## config.mk

```make
export PLATFORM = sky130hd
export DESIGN_NAME = spi_responder_flat
export DESIGN_NICKNAME = d
export VERILOG_FILES = /design/src/rtl/spi_responder_if.sv /design/src/rtl/spi_responder.sv /design/src/flat_wrapper.sv
export SDC_FILE = /design/constraint.sdc
export NUM_CORES = 1
export LEC_CHECK = 0
export BUFFER_PORTS_ARGS = -buffer_cell sky130_fd_sc_hd__buf_2
export CAP_MARGIN = 10
export CORE_ASPECT_RATIO = 0.8
export CORE_UTILIZATION = 46
export CTS_CLUSTER_DIAMETER = 100
export DETAILED_ROUTE_END_ITERATION = 10
export GPL_TIMING_DRIVEN = 1
export PLACE_DENSITY_LB_ADDON = 0.2
export RECOVER_POWER = 50
export SYNTH_ARGS = -nofsm -noshare
export SYNTH_HDL_FRONTEND = slang
export SYNTH_SLANG_ARGS = --single-unit
```

## constraint.sdc

```tcl
create_clock -name i_clk -period 1.4 [get_ports i_clk]
set_input_delay 0 -clock i_clk [delete_from_list [all_inputs] [get_ports i_clk]]
set_output_delay 0 -clock i_clk [all_outputs]
set_load 0.05 [all_outputs]
```

## src/rtl/spi_responder_if.sv

```systemverilog
// Pin and handshake bundle for spi_responder: SPI pins plus the tx holding
// register handshake and the received-byte strobe.
interface spi_responder_if;
   logic       i_cs_n;
   logic       i_sclk;
   logic       i_mosi;
   logic       o_miso;
   logic [7:0] i_tx_data;
   logic       i_tx_valid;
   logic       o_tx_ready;
   logic [7:0] o_rx_data;
   logic       o_rx_valid;
   logic       o_busy;

   modport slave (
      input  i_cs_n, i_sclk, i_mosi, i_tx_data, i_tx_valid,
      output o_miso, o_tx_ready, o_rx_data, o_rx_valid, o_busy
   );

   modport master (
      output i_cs_n, i_sclk, i_mosi, i_tx_data, i_tx_valid,
      input  o_miso, o_tx_ready, o_rx_data, o_rx_valid, o_busy
   );
endinterface

```

## src/rtl/spi_responder.sv

```systemverilog
// Mode-0 SPI responder oversampling SCLK/CS_N/MOSI on i_clk, MSB-first both ways.
// Optional macro SPI_RESPONDER_UNDERRUN_EN adds o_underrun (load took IDLE_FILL).
module spi_responder #(
   parameter int         SYNC_STAGES = 2,
   parameter logic [7:0] IDLE_FILL   = 8'hFF
) (
   input  logic           i_clk,
   input  logic           i_rst,
   spi_responder_if.slave io_bus
`ifdef SPI_RESPONDER_UNDERRUN_EN
   ,
   output logic           o_underrun
`endif
);
   typedef enum logic {S_IDLE, S_ACTIVE} state_t;

   state_t                 r_state;
   logic [SYNC_STAGES-1:0] r_cs_sync;
   logic [SYNC_STAGES-1:0] r_sclk_sync;
   logic [SYNC_STAGES-1:0] r_mosi_sync;
   logic                   r_sclk_prev;
   logic [2:0]             r_cnt;
   logic                   r_rx_done;
   logic                   r_tx_ready;
   logic                   r_miso;
   logic                   r_rx_valid;
   logic [7:0]             r_rx_data;
   logic [7:0]             r_rx;
   logic [7:0]             r_tx;
   logic [7:0]             r_hold;

   logic       w_cs_n;
   logic       w_sclk;
   logic       w_mosi;
   logic       w_rise;
   logic       w_fall;
   logic       w_active;
   logic       w_load;
   logic       w_accept;
   logic       w_shift_rx;
   logic       w_shift_tx;
   logic [7:0] w_load_data;

   assign w_cs_n   = r_cs_sync[SYNC_STAGES-1];
   assign w_sclk   = r_sclk_sync[SYNC_STAGES-1];
   assign w_mosi   = r_mosi_sync[SYNC_STAGES-1];
   assign w_rise   = w_sclk && !r_sclk_prev;
   assign w_fall   = !w_sclk && r_sclk_prev;
   // A CS_N rise masks any SCLK edge seen in the same cycle.
   assign w_active   = (r_state == S_ACTIVE) && !w_cs_n;
   assign w_shift_rx = w_active && w_rise;
   assign w_shift_tx = w_active && w_fall && (r_cnt != 3'd0);
   assign w_load     = ((r_state == S_IDLE) && !w_cs_n) ||
                       (w_active && w_fall && (r_cnt == 3'd0));
   assign w_accept    = io_bus.i_tx_valid && r_tx_ready;
   assign w_load_data = r_tx_ready ? IDLE_FILL : r_hold;

   assign io_bus.o_miso     = r_miso;
   assign io_bus.o_tx_ready = r_tx_ready;
   assign io_bus.o_rx_data  = r_rx_data;
   assign io_bus.o_rx_valid = r_rx_valid;
   assign io_bus.o_busy     = !w_cs_n;

`ifdef SPI_RESPONDER_UNDERRUN_EN
   assign o_underrun = i_rst && w_load && r_tx_ready;
`endif

   always_ff @(posedge i_clk) begin
      if (!i_rst) begin
         r_cs_sync   <= '1;
         r_sclk_sync <= '0;
         r_mosi_sync <= '0;
         r_sclk_prev <= 1'b0;
         r_state     <= S_IDLE;
         r_cnt       <= 3'd0;
         r_rx_done   <= 1'b0;
         r_tx_ready  <= 1'b1;
         r_miso      <= 1'b1;
         r_rx_valid  <= 1'b0;
         r_rx_data   <= 8'h00;
      end else begin
         r_cs_sync   <= {r_cs_sync[SYNC_STAGES-2:0], io_bus.i_cs_n};
         r_sclk_sync <= {r_sclk_sync[SYNC_STAGES-2:0], io_bus.i_sclk};
         r_mosi_sync <= {r_mosi_sync[SYNC_STAGES-2:0], io_bus.i_mosi};
         r_sclk_prev <= w_sclk;
         r_miso      <= (r_state == S_ACTIVE) ? r_tx[7] : 1'b1;
         // Completed byte is published one cycle after the wrapping rise.
         r_rx_valid  <= r_rx_done;
         r_rx_done   <= 1'b0;
         if (r_rx_done)
            r_rx_data <= r_rx;
         if (w_accept)
            r_tx_ready <= 1'b0;
         else if (w_load && !r_tx_ready)
            r_tx_ready <= 1'b1;
         case (r_state)
            S_IDLE: begin
               r_cnt <= 3'd0;
               if (!w_cs_n)
                  r_state <= S_ACTIVE;
            end
            default: begin
               if (w_cs_n) begin
                  r_state <= S_IDLE;
                  r_cnt   <= 3'd0;
               end else if (w_rise) begin
                  r_cnt <= r_cnt + 3'd1;
                  if (r_cnt == 3'd7)
                     r_rx_done <= 1'b1;
               end
            end
         endcase
      end
   end

   always_ff @(posedge i_clk) begin
      if (w_accept)
         r_hold <= io_bus.i_tx_data;
      if (w_shift_rx)
         r_rx <= {r_rx[6:0], w_mosi};
      if (w_load)
         r_tx <= w_load_data;
      else if (w_shift_tx)
         r_tx <= {r_tx[6:0], 1'b0};
   end
endmodule

```

## src/flat_wrapper.sv

```systemverilog
// flat-port wrapper written by rule: the top's interface ports become plain ports
module spi_responder_flat 
#(
   parameter int         SYNC_STAGES = 2,
   parameter logic [7:0] IDLE_FILL   = 8'hFF
)
  (i_clk, i_rst, io_bus_i_cs_n, io_bus_i_sclk, io_bus_i_mosi, io_bus_i_tx_data, io_bus_i_tx_valid, io_bus_o_miso, io_bus_o_tx_ready, io_bus_o_rx_data, io_bus_o_rx_valid, io_bus_o_busy);
  spi_responder_if io_bus_i ();
  input  logic i_clk;
  input  logic i_rst;
  input wire logic [$bits(io_bus_i.i_cs_n)-1:0] io_bus_i_cs_n;
  input wire logic [$bits(io_bus_i.i_sclk)-1:0] io_bus_i_sclk;
  input wire logic [$bits(io_bus_i.i_mosi)-1:0] io_bus_i_mosi;
  input wire logic [$bits(io_bus_i.i_tx_data)-1:0] io_bus_i_tx_data;
  input wire logic [$bits(io_bus_i.i_tx_valid)-1:0] io_bus_i_tx_valid;
  output wire logic [$bits(io_bus_i.o_miso)-1:0] io_bus_o_miso;
  output wire logic [$bits(io_bus_i.o_tx_ready)-1:0] io_bus_o_tx_ready;
  output wire logic [$bits(io_bus_i.o_rx_data)-1:0] io_bus_o_rx_data;
  output wire logic [$bits(io_bus_i.o_rx_valid)-1:0] io_bus_o_rx_valid;
  output wire logic [$bits(io_bus_i.o_busy)-1:0] io_bus_o_busy;
  assign io_bus_i.i_cs_n = io_bus_i_cs_n;
  assign io_bus_i.i_sclk = io_bus_i_sclk;
  assign io_bus_i.i_mosi = io_bus_i_mosi;
  assign io_bus_i.i_tx_data = io_bus_i_tx_data;
  assign io_bus_i.i_tx_valid = io_bus_i_tx_valid;
  assign io_bus_o_miso = io_bus_i.o_miso;
  assign io_bus_o_tx_ready = io_bus_i.o_tx_ready;
  assign io_bus_o_rx_data = io_bus_i.o_rx_data;
  assign io_bus_o_rx_valid = io_bus_i.o_rx_valid;
  assign io_bus_o_busy = io_bus_i.o_busy;
  spi_responder #(.SYNC_STAGES(SYNC_STAGES), .IDLE_FILL(IDLE_FILL)) u_core (.i_clk(i_clk), .i_rst(i_rst), .io_bus(io_bus_i));
endmodule
```

* Word-level counts from Yosys, hierarchy flattened
Index checks and enable logic that the tools add are counted. W data, S select, Z words.
Word-level totals: register bits after elaboration 47, input bits 14, output and inout port bits 12, logic and storage cells 48
Operators by class: $add $sub $neg 1, equality and inequality tests 1, multiplexer cells 7, bitwise operators 3, reductions and logical operators 22
Operators by type and width (count):
- $mux W8 | 3
- $logic_and A1 B1 Y1 | 10
- $logic_not A1 Y1 | 4
- $mux W1 | 4
- $reduce_bool A2 Y1 | 2
- $reduce_or A4 Y1 | 1
- $add A3 B1 Y3 const B | 1
- $eq A3 B3 Y1 const B | 1
- $logic_not A3 Y1 | 1
- $not A1 Y1 | 3
- $reduce_bool A3 Y1 | 1
- $reduce_or A3 Y1 | 1
- $reduce_and A2 Y1 | 1
- $logic_or A1 B1 Y1 | 1

* Depth between registers and ports, before layout
word-level depth 8, depth in mapped cells 5, gate-level depth less buffers 5

* Least setup slack after synthesis
Ideal clock, no wire load.
path kind reg2reg, start register u_core.r_cs_sync[1], end register u_core.r_tx[1], data pin, setup time 0.261 ns, data arrival time 1.207 ns, required time 1.139 ns, slack -0.068 ns, stages on the path, launching flop included 4, buffers on the path 0, period minus slack after synthesis 1.468 ns, cells stage by stage dfxtp_1 inv_1 nand2_1 o32a_1
On the way: word-level cells in the longest chain between the ends 6, elaborated cells on any way between the ends 7, those cells by class mux: 1; reduce/logical: 6
RTL lines:
- from (decl) | RTL line spi_responder.sv:18 | logic [SYNC_STAGES-1:0] r_cs_sync;
- from (signal assigned) | RTL line spi_responder.sv:82 | r_cs_sync <= {r_cs_sync[SYNC_STAGES-2:0], io_bus.i_cs_n};
- $logic_not A1 Y1 (*)
- via io_bus_o_busy | RTL line flat_wrapper.sv:20 | output wire logic [$bits(io_bus_i.o_busy)-1:0] io_bus_o_busy;
- $logic_and A1 B1 Y1 | RTL line spi_responder.sv:50 | assign w_active = (r_state == S_ACTIVE) && !w_cs_n;
- $logic_and A1 B1 Y1 (2 in a row) | RTL line spi_responder.sv:54 | (w_active && w_fall && (r_cnt == 3'd0));
- $logic_or A1 B1 Y1 (*) | RTL line spi_responder.sv:53 | assign w_load = ((r_state == S_IDLE) && !w_cs_n) ||
- $mux W8 (*) | RTL line spi_responder.sv:121 | if (w_load)
- to (signal assigned) | RTL line spi_responder.sv:122 | r_tx <= w_load_data;
- to (signal assigned) | RTL line spi_responder.sv:124 | r_tx <= {r_tx[6:0], 1'b0};
- to (decl) | RTL line spi_responder.sv:29 | logic [7:0] r_tx;
The timed path passes the listed nets; every way through them passes the cells marked *. A chain may end at the register's enable or synchronous reset.

* Final worst setup path
start register u_core.r_cnt[0], end register u_core.r_tx[1], data pin
On the way: word-level cells in the longest chain between the ends 4
RTL lines:
- from (decl) | RTL line spi_responder.sv:22 | logic [2:0] r_cnt;
- from (signal assigned) | RTL line spi_responder.sv:107 | r_cnt <= r_cnt + 3'd1;
- $logic_not A3 Y1 | RTL line spi_responder.sv:54
- $logic_and A1 B1 Y1 | RTL line spi_responder.sv:54
- $logic_or A1 B1 Y1 | RTL line spi_responder.sv:53
- $mux W8 | RTL line spi_responder.sv:121
Every way passes these cells.

==> impl_metrics.json <==
{
  "final_cell_mix": "edfxtp_1 (24), dfxtp_1 (21), buf_2 (14)",
  "overflow": 0,
  "finalPower_w": 0.00236,
  "p_int_w": 0.00189,
  "rsz0062_at_grt": "yes",
  "drt_iter0_markers": 87,
  "postRouteAntennaNets": 0,
  "synth.distinct_cells": 23,
  "dr.pass1.iters": 4,
  "use_met1_pct": 18.8,
  "grt_pass1_vias": 915,
  "wire_per_inst_um": 13.3,
  "num_rows": 19,
  "use_met3_pct": 8.06,
  "startpoint_type": "register",
  "async_flop_share_pct": 0,
  "hp-class": "input port to register",
  "ys_seq_area_share_pct": 71.6,
  "synth_nets": 129,
  "dp_slack_ns": -0.0417,
  "irDropWorstVdd_mv": 0.560,
  "drive_gt1_share_pct": 21.5,
  "timing.fmax_mhz": 686,
  "n_antenna_cell": 0,
  "synth_edf_count": 24,
  "gp_congestion": 0.771,
  "grt_usage_pct": 15.5,
  "slew_headroom_pct": 60.0,
  "yosysWarnings": 0,
  "io_pins": 26,
  "antenna_found_initial": 0,
  "setup_ws_ns": -0.0582,
  "p_leak_nw": 0.725,
  "h-tree-depth": 2,
  "hold_viol_final": 0,
  "syn2layout_area_growth_pct": 24.6,
  "globalRouteMet2Util_pct": 22.9,
  "ys_ff_latch": 47,
  "start_util_pct": 48.2,
  "finalCritPeriodShare_pct": 104,
  "grt_pass1_wl_um": 4100,
  "pwr-share-clk_pct": 31.8,
  "pwr-share-comb_pct": 5.2,
  "path_clk_slew_ns": 0.08,
  "coreArea_mm2": 0.00342,
  "busiest_layer": "met2",
  "required_ns": 1.44,
  "dieArea_mm2": 0.00383,
  "drv_slew": 0,
  "placed_cell_area_mm2": 0.00185,
  "ys.flop_type": "edfxtp_1",
  "fp.dieH_um": 55.6,
  "layout_commonest_cell": "edfxtp_1",
  "crit_path_max_fanout": 8,
  "sw_frac_of_total_pct": 20.0,
  "syn_area_per_cell_um2": 14.7,
  "grt_max_degree": 21,
  "vias": 966,
  "syn_area_mm2": 0.00165,
  "status": "finished with violations",
  "die_w_um": 68.9,
  "tightest_slew_ns": 0.602,
  "failed_checks": "negative setup slack",
  "layout.nets": 174,
  "cp-end-kind": "register",
  "cts_sinks": 47,
  "routed_wl_um": 2650,
  "port_buffers": 25,
  "worstPathArrival_ns": 1.50,
  "numPlacedInstances": 179,
  "dp_hpwl_um": 1740,
  "via_per_inst": 4.83,
  "seqPwrFrac_pct": 63.0,
  "drc": 0,
  "fin_area_mm2": 0.00205,
  "setup_viol": 7,
  "min_period_ns": 1.46,
  "cts.path.max_buffers": 2,
  "r2r_setup_slack_ns": -0.06,
  "insertion_delay_ns": 0.29,
  "cts_tree": "done",
  "maxCapViolations": 0,
  "clock-root-buffer": "clkbuf_8",
  "instances_no_fill": 200,
  "cellPowerDensity_mw_per_mm2": 1150,
  "netSwitchingPower_w": 0.000473,
  "fillers": 292,
  "numCtsBuffers": 5,
  "synthCells": 112,
  "fin_worst_skew_ns": 0.00672,
  "critPathKind": "register to register"
}
kinds of logic after synthesis:
| kind of cell | share of synthesized area (%) |
|---|---|
| AO/OA/AOI/OAI | 6.07 |
| XOR/XNOR | 0.531 |
| adder cells (fa/ha/maj) | 2.28 |
| buffers and inverters | 2.20 |
| flip-flops | 71.6 |
| multiplexers | 6.07 |
| AND/OR/NAND/NOR | 11.2 |
cells in the mapped netlist (2+ instances only):
cell type,count,share of area (%)
edfxtp_1,24,44
dfxtp_1,23,28
mux2i_1,10,6.1
nor2b_1,10,3.8
and2_1,7,2.7
o32a_1,7,4.2
inv_1,5,1.1
nor2_1,4,0.91
ha_1,3,2.3
nand2b_1,3,1.1
buf_2,2,0.61
clkbuf_1,2,0.46
nand2_1,2,0.46
worst max-delay path: stages (launching register included):
cell and delay, ns:
dfxtp_2 0.33, inv_2 0.04, ha_2 0.14, and4bb_2 0.28, nor2_4 0.07, o32a_1 0.35
state kept, by name (all words and copies together) (netlist names):
signal                    count
u_core.r_state                1
u_core.r_sclk_prev            1
u_core.io_bus.o_rx_valid      1
u_core.io_bus.o_rx_data       8
u_core.r_rx                   8
u_core.r_cs_sync              2
u_core.r_mosi_sync            2
u_core.io_bus.o_tx_ready      1
u_core.io_bus.o_miso          1
u_core.r_hold                 8
u_core.r_cnt                  3
u_core.r_rx_done              1
u_core.r_sclk_sync            2
u_core.r_tx                   8
power by group through the flow:
stage / clock network, W / registers, W / logic (W)
3_5_place_dp: 0 / 0.00152 / 0.0000944
4_1_cts: 0.000781 / 0.00149 / 0.000120
3_3_place_gp: 0 / 0.00152 / 0.0000902
6_report: 0.000752 / 0.00149 / 0.000122
2_1_floorplan: 0 / 0.00153 / 0.0000526
5_1_grt: 0.000848 / 0.00149 / 0.000131
area by class of cell:
class,count,area [um^2],area share (%)
clock buffer,7,76.3,3.71
tap,42,52.6,2.56
clock inverter,1,5.00,0.244
inverter,5,22.5,1.10
multi-input combinational,56,445,21.7
sequential,47,1180,57.6
timing repair buffer,42,269,13.1
worst paths after layout:
kind	start	cells past startpoint	endpoint
max	u_core.r_cnt[0]$_SDFFE_PP0P_	5	u_core.r_tx[1]$_DFFE_PP_
min	i_rst	2	u_core.r_cs_sync[1]$_SDFF_PN1_
max reg2reg	u_core.r_cnt[0]$_SDFFE_PP0P_	5	u_core.r_tx[1]$_DFFE_PP_
min reg2reg	u_core.r_mosi_sync[1]$_SDFF_PN0_	0	u_core.r_rx[0]$_DFFE_PP_
through the flow:
step | util, % | setup TNS, ns | hold WS [ns]
after floorplan | - | 0 | 0.0989
after global placement | 53.9 | 0 | 0.176
after detailed placement | 53.9 | -0.228 | 0.178
after CTS | 59.8 | -0.240 | 0.0358
after global routing | 60.0 | -0.562 | 0.0447
final | 60.0 | -0.286 | 0.0410
routing by layer:
metal / part of all wire [%] / up-vias / routed length [um]
li1: - / 488 / -
met1: 45 / 452 / 1200
met2: 49 / 24 / 1300
met3: 5.2 / 2 / 137
met4: 0.49 / 0 / 13
met5: 0 / - / 0
what timing repair did:
item,CTS,global route
setup buffers,0,1
gates resized for setup,0,6
gates cloned,0,0
pin swaps,0,4
hold buffers,12,0
endpoints found under the hold margin,12,0
endpoints found under the setup margin,7,9
Note: power is estimated with default switching activity, not from simulation.
